--- config.mk ---
export PLATFORM = sky130hd
export DESIGN_NAME = stream_word_sink_flat
export DESIGN_NICKNAME = d
export VERILOG_FILES = /design/src/rtl/stream_word_sink_if.sv /design/src/rtl/stream_word_sink.sv /design/src/flat_wrapper.sv
export SDC_FILE = /design/constraint.sdc
export NUM_CORES = 1
export LEC_CHECK = 0
export CORE_MARGIN = 2
export CORE_UTILIZATION = 52
export CTS_BUF_LIST = sky130_fd_sc_hd__clkbuf_4
export DETAILED_ROUTE_END_ITERATION = 12
export PLACE_DENSITY = 0.84
export RECOVER_POWER = 100
export SETUP_SLACK_MARGIN = 0.4
export SYNTH_ARGS = -nofsm -noshare
export SYNTH_HDL_FRONTEND = slang
export SYNTH_SLANG_ARGS = --single-unit
--- constraint.sdc ---
create_clock -name clk -period 2.5 [get_ports clk]
set_clock_uncertainty 0.1 [all_clocks]
set_input_delay 0.625 -clock clk [delete_from_list [all_inputs] [get_ports clk]]
set_output_delay 0.625 -clock clk [all_outputs]
set_load 0.02 [all_outputs]
--- src/rtl/stream_word_sink_if.sv ---
// stream_word_sink_if: valid/ready word stream carrying a data word and a sequence tag.
interface stream_word_sink_if #(
  parameter int DATA_W = 22,
  parameter int TAG_W  = 2
);
  logic              valid;
  logic              ready;
  logic [DATA_W-1:0] data;
  logic [TAG_W-1:0]  tag;
  modport master (output valid, data, tag, input ready);
  modport slave  (input valid, data, tag, output ready);
endinterface

--- src/rtl/stream_word_sink.sv ---
// stream_word_sink: buffers a tagged word stream in a small FIFO, checks tag continuity,
// and keeps a saturating word count plus a wrapping checksum of accepted data.
module stream_word_sink #(
  parameter int DATA_W = 22,
  parameter int TAG_W  = 2,
  parameter int DEPTH  = 4,
  parameter int CNT_W  = 16
) (
  input  logic              clk,
  input  logic              rst_n,
  input  logic              clr_i,
  stream_word_sink_if.slave  in_if,
  stream_word_sink_if.master out_if,
  output logic              err_seq_o,
  output logic [CNT_W-1:0]  word_cnt_o,
  output logic [DATA_W-1:0] checksum_o,
  output logic [1:0]        state_o
);
  localparam int AW = $clog2(DEPTH);
  typedef enum logic [1:0] {IDLE = 2'b00, ACTIVE = 2'b01, ERROR = 2'b10} state_t;
  logic [DATA_W+TAG_W-1:0] mem_q [DEPTH];
  logic [AW-1:0]     wr_q, rd_q;
  logic [AW:0]       cnt_q, cnt_d;
  logic              rdy_q, acc, pop;
  state_t            st_q, st_d;
  logic [TAG_W-1:0]  exp_q, exp_d;
  logic              err_q, err_d;
  logic [CNT_W-1:0]  wc_q, wc_d;
  logic [DATA_W-1:0] cs_q, cs_d;
  assign acc = in_if.valid & rdy_q;
  assign pop = out_if.valid & out_if.ready;
  assign cnt_d = cnt_q + (AW+1)'(acc) - (AW+1)'(pop);
  assign in_if.ready = rdy_q;
  assign out_if.valid = cnt_q != '0;
  assign {out_if.tag, out_if.data} = mem_q[rd_q];
  assign err_seq_o = err_q;
  assign word_cnt_o = wc_q;
  assign checksum_o = cs_q;
  assign state_o = st_q;
  // clr wins over a same-cycle accept: the word is still buffered, just not counted
  always_comb begin
    st_d  = st_q;
    exp_d = exp_q;
    err_d = err_q;
    wc_d  = wc_q;
    cs_d  = cs_q;
    if (clr_i) begin
      st_d  = IDLE;
      err_d = 1'b0;
      wc_d  = '0;
      cs_d  = '0;
    end else if (acc) begin
      wc_d  = &wc_q ? wc_q : wc_q + CNT_W'(1);
      cs_d  = cs_q + in_if.data;
      exp_d = in_if.tag + TAG_W'(1);
      st_d  = st_q == IDLE ? ACTIVE : (st_q == ACTIVE && in_if.tag != exp_q) ? ERROR : st_q;
      err_d = err_q | (st_q == ACTIVE && in_if.tag != exp_q);
    end
  end
  always_ff @(posedge clk or negedge rst_n) begin
    if (!rst_n) begin
      for (int i = 0; i < DEPTH; i++) mem_q[i] <= '0;
      wr_q  <= '0;
      rd_q  <= '0;
      cnt_q <= '0;
      rdy_q <= 1'b0;
      st_q  <= IDLE;
      exp_q <= '0;
      err_q <= 1'b0;
      wc_q  <= '0;
      cs_q  <= '0;
    end else begin
      if (acc) mem_q[wr_q] <= {in_if.tag, in_if.data};
      wr_q  <= wr_q + AW'(acc);
      rd_q  <= rd_q + AW'(pop);
      cnt_q <= cnt_d;
      rdy_q <= cnt_d != (AW+1)'(DEPTH);
      st_q  <= st_d;
      exp_q <= exp_d;
      err_q <= err_d;
      wc_q  <= wc_d;
      cs_q  <= cs_d;
    end
  end
endmodule

--- src/flat_wrapper.sv ---
// flat-port wrapper written by rule: the top's interface ports become plain ports
module stream_word_sink_flat 
#(
  parameter int DATA_W = 22,
  parameter int TAG_W  = 2,
  parameter int DEPTH  = 4,
  parameter int CNT_W  = 16
)
  (clk, rst_n, clr_i, err_seq_o, word_cnt_o, checksum_o, state_o, in_if_valid, in_if_data, in_if_tag, in_if_ready, out_if_valid, out_if_data, out_if_tag, out_if_ready);
  stream_word_sink_if #(.DATA_W(DATA_W), .TAG_W(TAG_W)) in_if_i ();
  stream_word_sink_if #(.DATA_W(DATA_W), .TAG_W(TAG_W)) out_if_i ();
  input  logic clk;
  input  logic rst_n;
  input  logic clr_i;
  output logic err_seq_o;
  output logic [CNT_W-1:0] word_cnt_o;
  output logic [DATA_W-1:0] checksum_o;
  output logic [1:0] state_o;
  input wire logic [$bits(in_if_i.valid)-1:0] in_if_valid;
  input wire logic [$bits(in_if_i.data)-1:0] in_if_data;
  input wire logic [$bits(in_if_i.tag)-1:0] in_if_tag;
  output wire logic [$bits(in_if_i.ready)-1:0] in_if_ready;
  output wire logic [$bits(out_if_i.valid)-1:0] out_if_valid;
  output wire logic [$bits(out_if_i.data)-1:0] out_if_data;
  output wire logic [$bits(out_if_i.tag)-1:0] out_if_tag;
  input wire logic [$bits(out_if_i.ready)-1:0] out_if_ready;
  assign in_if_i.valid = in_if_valid;
  assign in_if_i.data = in_if_data;
  assign in_if_i.tag = in_if_tag;
  assign in_if_ready = in_if_i.ready;
  assign out_if_valid = out_if_i.valid;
  assign out_if_data = out_if_i.data;
  assign out_if_tag = out_if_i.tag;
  assign out_if_i.ready = out_if_ready;
  stream_word_sink #(.DATA_W(DATA_W), .TAG_W(TAG_W), .DEPTH(DEPTH), .CNT_W(CNT_W)) u_core (.clk(clk), .rst_n(rst_n), .clr_i(clr_i), .in_if(in_if_i), .out_if(out_if_i), .err_seq_o(err_seq_o), .word_cnt_o(word_cnt_o), .checksum_o(checksum_o), .state_o(state_o));
endmodule
==> results of run 1 <==
## worst reg2reg max path: stages (launching register included)
cell	delay (ns)
dfrtp_1	0.42
ha_4	0.16
inv_2	0.04
fa_2	0.35
and2b_2	0.27
o21ai_4	0.07
a211oi_2	0.21
o21bai_1	0.12
a211o_1	0.32
and3_1	0.18
a311o_1	0.27
## sequential cells by signal (all words and copies together), names as in the netlist, 2 cells and up
name / count
u_core.checksum_o: 22
u_core.cnt_q: 3
u_core.exp_q: 2
u_core.state_o: 2
u_core.rd_q: 2
u_core.mem_q: 96
u_core.wr_q: 2
u_core.word_cnt_o: 16
## cells by family after synthesis
| group | share of synthesized area |
|---|---|
| fa+ha+maj | 0.0487 |
| xor+xnor | 0.0385 |
| mux | 0.215 |
| buf+inv | 0.0243 |
| compound gates | 0.0787 |
| simple gates | 0.105 |
| flops | 0.490 |
## power by group through the flow
stage	Combinational [uW]	Clock (uW)	Sequential, uW
finish	6320	1670	3930
global placement	5570	0	3840
floorplan	3500	0	3830
global route	6690	1820	4020
CTS	6310	1700	3910
detailed placement	5770	0	3970
## stage by stage
step | worst slack, ns | instance area [sq um] | utilization | instances | power (uW)
finish | -0.192 | 10300 | 0.735 | 1018 | 11900
global route | -0.282 | 10300 | 0.735 | 1018 | 12500
CTS | -0.234 | 10400 | 0.742 | 1007 | 11900
detailed placement | -0.923 | 9630 | 0.689 | 959 | 9740
global placement | -0.867 | 9630 | 0.689 | 959 | 9400
floorplan | -0.234 | 7750 | - | 620 | 7330
## path summary, 6_finish.rpt
path | endpoint | from | slack, ns
max in group asynchronous | u_core.rd_q[0] | rst_n | 0.23
worst min-delay path | u_core.mem_q[86] | u_core.mem_q[86] | 0.42
worst max register to register | u_core.checksum_o[20] | u_core.checksum_o[0] | -0.11
worst min register to register | u_core.mem_q[86] | u_core.mem_q[86] | 0.42
min in group asynchronous | u_core.mem_q[72] | rst_n | 0.76
worst max-delay path | out_if_data[18] | u_core.rd_q[0] | -0.19
## routing by layer
layer | vias up | global-route usage | routed length (um)
met5 | - | 0 | 0
met4 | 0 | 0.113 | 750
met3 | 62 | 0.0760 | 1430
met2 | 257 | 0.490 | 10900
met1 | 3059 | 0.349 | 8210
li1 | 2655 | - | -
## placed cells by master (no fill, tap or decap), types with 6 or more instances in the layout
master             n
xor2_1            19
buf_6             38
mux4_2            24
nand2_1           48
dlygate4sd2_1     11
inv_1              9
xnor2_1           10
a21oi_1           25
o21ai_1            7
clkdlybuf4s15_2    6
nand3_1           17
dfrtp_1          144
and3_1             8
mux2_2            91
clkdlybuf4s25_1   13
nand4_1            9
buf_4             92
o21ai_0           12
ha_4              16
nor2_1            43
clkdlybuf4s50_1   16
ha_1               8
clkbuf_1          25
clkbuf_4          21
## final cells by class
| cell class | count | share of cell area |
|---|---|---|
| inverters | 12 | 0.00450 |
| clock inverters | 14 | 0.0179 |
| clock buffers | 18 | 0.0131 |
| repair buffers | 219 | 0.184 |
| flip-flops and latches | 147 | 0.358 |
| multi-input cells | 428 | 0.400 |
| well taps | 180 | 0.0219 |
## what timing repair did
action	4_1_cts	5_1_grt
hold buffers	1	0
gates cloned	2	0
setup buffers	13	11
resized for setup	312	69
pin swaps	35	27
endpoints found under the hold margin	50	0
setup endpoints to repair	87	80
==> key figures, run 1 <==
Floorplan
  • Ports: 96
  • Die area: 15400 sq um
  • Rows: 43
  • Initial Util: 0.537
  • Width of the chip: 124 um
  • Placeable Area: 14000 sq um
  • Die Span Y: 124 um

Route
  • DR WL/cell: ~21 um
  • Vias: 6033
  • Post-route ant nets: 0
  • Drt drc: 0
  • First-pass DRT Iterations: 4
  • Via density per instance: around 5.9
  • First DRT Iteration DRCs: approximately 440
  • Routed WL: about 21 mm

CTS
  • CTS H-tree lvls: 4
  • Clk slew on worst S/H paths: 0.12 ns
  • Bufs on Longest Clock Path: 2
  • CTS sink count: 147
  • Clk_lat worst skew: 0.56 ns
  • CTS Buf Count: 17
  • Root Buffer: clkbuf_4
  • CTS tree: done

Setup path
  • CP peak stage delay: between 0.4 and 0.5 ns
  • Critical path launch point type: register
  • Cell family with most CP delay: buffers and inverters
  • Top cell by count, worst path: buf_6
  • Crit path buf inv count: 4
  • Critical Path AT: between 1.5 and 2 ns
  • CP Class: register to primary output
  • Worst R2R Path Depth: 10
  • Worst Path Required: around 1.8 ns
  • Stages on worst setup path: 5
  • Crit path cell chain: buf_6 -> buf_12 -> buf_16 -> mux4_2 -> buf_6
  • Critical-path maximum fanout: 7
  • Slowest CP cell: mux4_2
  • Crit end category: primary output

GRT
  • Total track usage: 0.288
  • Antenna violations before repair: 0
  • Vias in the first global route: 6383
  • Grt ovf: 0
  • First-pass GRT wire length: 33.1 mm
  • Largest net degree at the start of global routing: 53

Cells and area
  • Sequential cell area: 3680 sq um
  • Share of layout cells above drive strength 1: 0.445
  • Diode count: 0
  • Final #Nets: 882
  • Area Overhead vs Synth: 36.9%
  • Area of the multi-input gates: between 4000 and 5000 sq um
  • Fillers: 947

Synth
  • Yosys Warn Count: 0
  • Yosys reg bits: 147
  • Ys async rst share: 1.00
  • Cells after Synth: 620
  • Syn_nets: 677
  • Avg Synthesized Cell Area: 12.1 sq um
  • Area leader, netlist: dfrtp_1
  • Post-synth top cells: dfrtp_1 (147), mux2_2 (93), nand2_1 (52), nor2_1 (46), a21oi_1 (30)
  • Top_reg_cell synth: dfrtp_1
  • Post-synthesis sequential area ratio: 0.490
  • Mapped cell area: roughly 7500 sq um
  • Post-synth EDFFs: 0
  • Top post-synthesis cells by area: dfrtp_1 (49%), mux2_2 (14%), mux4_2 (7.2%), ha_1 (4.3%), nand2_1 (2.6%)
  • Share of the synthesized area in the top cell type: 0.490
  • Synth unique cells: 56
  • Most numerous cell in the Yosys netlist: dfrtp_1

STA
  • Period utilisation layout: 1.08
  • # setup viols final: 34
  • Fin Setup TNS: -3.38 ns
  • Fin crit period: 2.69 ns
  • Worst-margin pin slew: 1.27 ns
  • Final worst-path setup slack: -0.192 ns
  • Final Hold Viols: 0
  • Final Slew Violations: 0
  • Relative slew slack: 0.152
  • Fmax: about 370 MHz
  • RSZ-0062 raised after global routing: true
  • Worst hold slack: 0.419 ns

Power
  • P_leak: about 0.0045 uW
  • IR drop worst, VDD: 0.655 mV
  • Pwr Density: between 1000 and 1500 nW/um^2
  • P_sw: 4340 uW
  • Sw frac: 0.364
  • Power share of the sequential group: 0.330
  • Clock share of power: 0.140
  • P_int: roughly 7600 uW
  • Logic pwr share: 0.530

Place
  • IO buf count: between 90 and 100
  • DP HPWL: 13.9 mm
  • RD Place Congestion: ~0.9

Status
  • Outcome: finished, violations left
  • Failing checks: negative setup slack

Worst hold path
  • Hold crit path type: register to register
  • Worst hold path depth: 1

Flow run
  • Maxcap violations: 0
Note: power is estimated with default switching activity, not from simulation.
==> run 2, diff against run 1 <==
Settings changed: CAP_MARGIN from default to 20, MAX_ROUTING_LAYER from default to met4.
==> key figures, run 2 (synthesis gave the netlist of run 1 again) <==
Status
  • Outcome: finished, violations left (unchanged)
  • Failing checks: negative setup slack (unchanged)

Setup path
  • Critical path launch point type: register (unchanged)
  • Top cell by count, worst path: buf_12 (was buf_6)
  • CP peak stage delay: 0.55 ns (was 0.44 ns)
  • Worst Path Required: 1.77 ns (about the same)
  • CP Class: register to primary output (unchanged)
  • Critical Path AT: 1.97 ns (about the same)
  • Crit path cell chain: buf_12 -> buf_12 -> mux4_2 -> buf_6 (was buf_6 -> buf_12 -> buf_16 -> mux4_2 -> buf_6)
  • Critical-path maximum fanout: 8 (was 7)
  • Crit end category: primary output (unchanged)
  • Crit path buf inv count: 3 (was 4)
  • Slowest CP cell: mux4_2 (unchanged)
  • Cell family with most CP delay: multiplexers (was buffers and inverters)

Cells and area
  • Fillers: 914 (was 947)
  • Final Non-Filler Cells: 1021 (was 1018)
  • Most common cell after layout, fill and taps aside: dfrtp_1 (unchanged)
  • Commonest cells after routing, fill and taps aside: dfrtp_1 (139), buf_4 (96), mux2_2 (93) (was dfrtp_1 (144), buf_4 (92), mux2_2 (91))
  • Area of the multi-input gates: 4010 sq um (was 4110 sq um)
  • Number of flip-flops in the largest register: 96 (unchanged)
  • Final non-filler cell area: 10200 sq um (was 10300 sq um)
  • Final #Nets: 885 (was 882)
  • Area Overhead vs Synth: 36.4% (was 36.9%)
  • Core Util, Final: 0.732 (was 0.735)
  • Sequential cell area: 3690 sq um (was 3680 sq um)
  • Reg with most FFs: u_core.mem_q (unchanged)
  • Share of layout cells above drive strength 1: 0.439 (was 0.445)
  • Diode count: 0 (unchanged)

STA
  • Final worst-path setup slack: -0.194 ns (was -0.192 ns)
  • Period utilisation layout: 1.08 (about the same)
  • Relative slew slack: 0.291 (was 0.152)
  • RSZ-0062 raised after global routing: true (unchanged)
  • Final Hold Viols: 0 (unchanged)
  • Fin crit period: 2.69 ns (about the same)
  • # setup viols final: 28 (was 34)
  • Fmax: 371 MHz (about the same)
  • Worst-margin pin slew: 1.06 ns (was 1.27 ns)
  • Final Slew Violations: 0 (unchanged)

Power
  • P_leak: 0.00452 uW (about the same)
  • IR drop worst, VDD: 0.634 mV (was 0.655 mV)
  • Pwr Density: 1180 nW/um^2 (was 1160 nW/um^2)
  • Total power: 12000 uW (was 11900 uW)

CTS
  • CTS tree: done (unchanged)
  • Clk slew on worst S/H paths: 0.13 ns (was 0.12 ns)
  • CTS H-tree lvls: 4 (unchanged)
  • Clk_lat worst skew: 0.58 ns (was 0.56 ns)
  • Root Buffer: clkbuf_4 (unchanged)
  • CTS sink count: 147 (unchanged)
  • CTS Buf Count: 17 (unchanged)
  • Bufs on Longest Clock Path: 2 (unchanged)

Route
  • Via density per instance: 5.71 (was 5.93)
  • First-pass DRT Iterations: 5 (was 4)
  • First DRT Iteration DRCs: 284 (was 443)
  • DR WL/cell: 20.1 um (was 20.9 um)
  • Post-route ant nets: 0 (unchanged)
  • Drt drc: 0 (unchanged)
  • Routed WL: 20.5 mm (was 21.3 mm)
  • Vias: 5831 (was 6033)

Place
  • Dpl ws: -0.915 ns (was -0.923 ns)
  • DP HPWL: 13.8 mm (was 13.9 mm)
  • Placed cell count: 959 (unchanged)
  • RD Place Congestion: 0.949 (was 0.923)
  • IO buf count: 95 (unchanged)
  • Placed instance area: 9620 sq um (was 9630 sq um)

Floorplan
  • Ports: 96 (unchanged)
  • Die area: 15400 sq um (unchanged)
  • Rows: 43 (unchanged)
  • Initial Util: 0.537 (unchanged)
  • Die Span Y: 124 um (unchanged)
  • Placeable Area: 14000 sq um (unchanged)
  • Width of the chip: 124 um (unchanged)

GRT
  • Grt ovf: 0 (unchanged)
  • First-pass GRT wire length: 31.8 mm (was 33.1 mm)
  • Largest net degree at the start of global routing: 57 (was 53)
  • Antenna violations before repair: 0 (unchanged)
  • Total track usage: 0.282 (was 0.288)
  • Vias in the first global route: 6158 (was 6383)

Worst hold path
  • Hold crit path type: register to register (unchanged)

Flow run
  • Maxcap violations: 0 (unchanged)
run 2: cell type report:
class	count	share of cell area
tap	180	0.0220
timing repair buffer	222	0.180
inverter	12	0.00452
multi-input combinational	428	0.391
clock buffer	17	0.0125
clock inverter	15	0.0294
sequential	147	0.360
run 2: report_power, final:
group	total, uW	internal (uW)	switching [uW]
Combinational	5960	3240	2720
Sequential	3940	3330	614
Clock	2130	1210	925
Total	12000	7780	4260
run 2: what timing repair did:
action | CTS | global route
gates resized for setup | 265 | 73
buffers inserted | 16 | 12
endpoints found under the hold margin | 41 | 0
setup endpoints to repair | 87 | 79
cloned | 1 | 0
pin swaps | 25 | 18
hold buffers | 1 | 0
run 2: final timing paths:
check	startpoint	endpoint	depth (start not counted)	slack [ns]
worst max-delay path	u_core.rd_q[0]	out_if_data[4]	4	-0.19
max in group asynchronous	rst_n	u_core.word_cnt_o[7]	3	0.29
worst max register to register	u_core.checksum_o[0]	u_core.checksum_o[20]	10	-0.14
worst min-delay path	u_core.mem_q[49]	u_core.mem_q[49]	2	0.41
min in group asynchronous	rst_n	u_core.mem_q[16]	2	0.67
worst min register to register	u_core.mem_q[49]	u_core.mem_q[49]	2	0.41
run 2: routing by layer:
layer	global-route usage	vias to the layer above	routed length, um
li1	-	2658	-
met1	0.345	2982	8490
met2	0.461	153	10600
met3	0.0655	38	938
met4	0.102	0	463
met5	-	-	0
run 2: tightest hold or removal path, cell delays in order, from the launching register on:
cell     delay [ns]
dfrtp_1        0.38
nand2_1        0.05
o21ai_0        0.06
run 2: metrics by stage:
stage	setup TNS [ns]	hold WS [ns]
2_1_floorplan	-0.235	0.229
3_3_place_gp	-9.12	0.358
3_5_place_dp	-9.62	0.382
4_1_cts	-4.49	0.411
5_1_grt	-7.06	0.432
6_report	-4.25	0.411
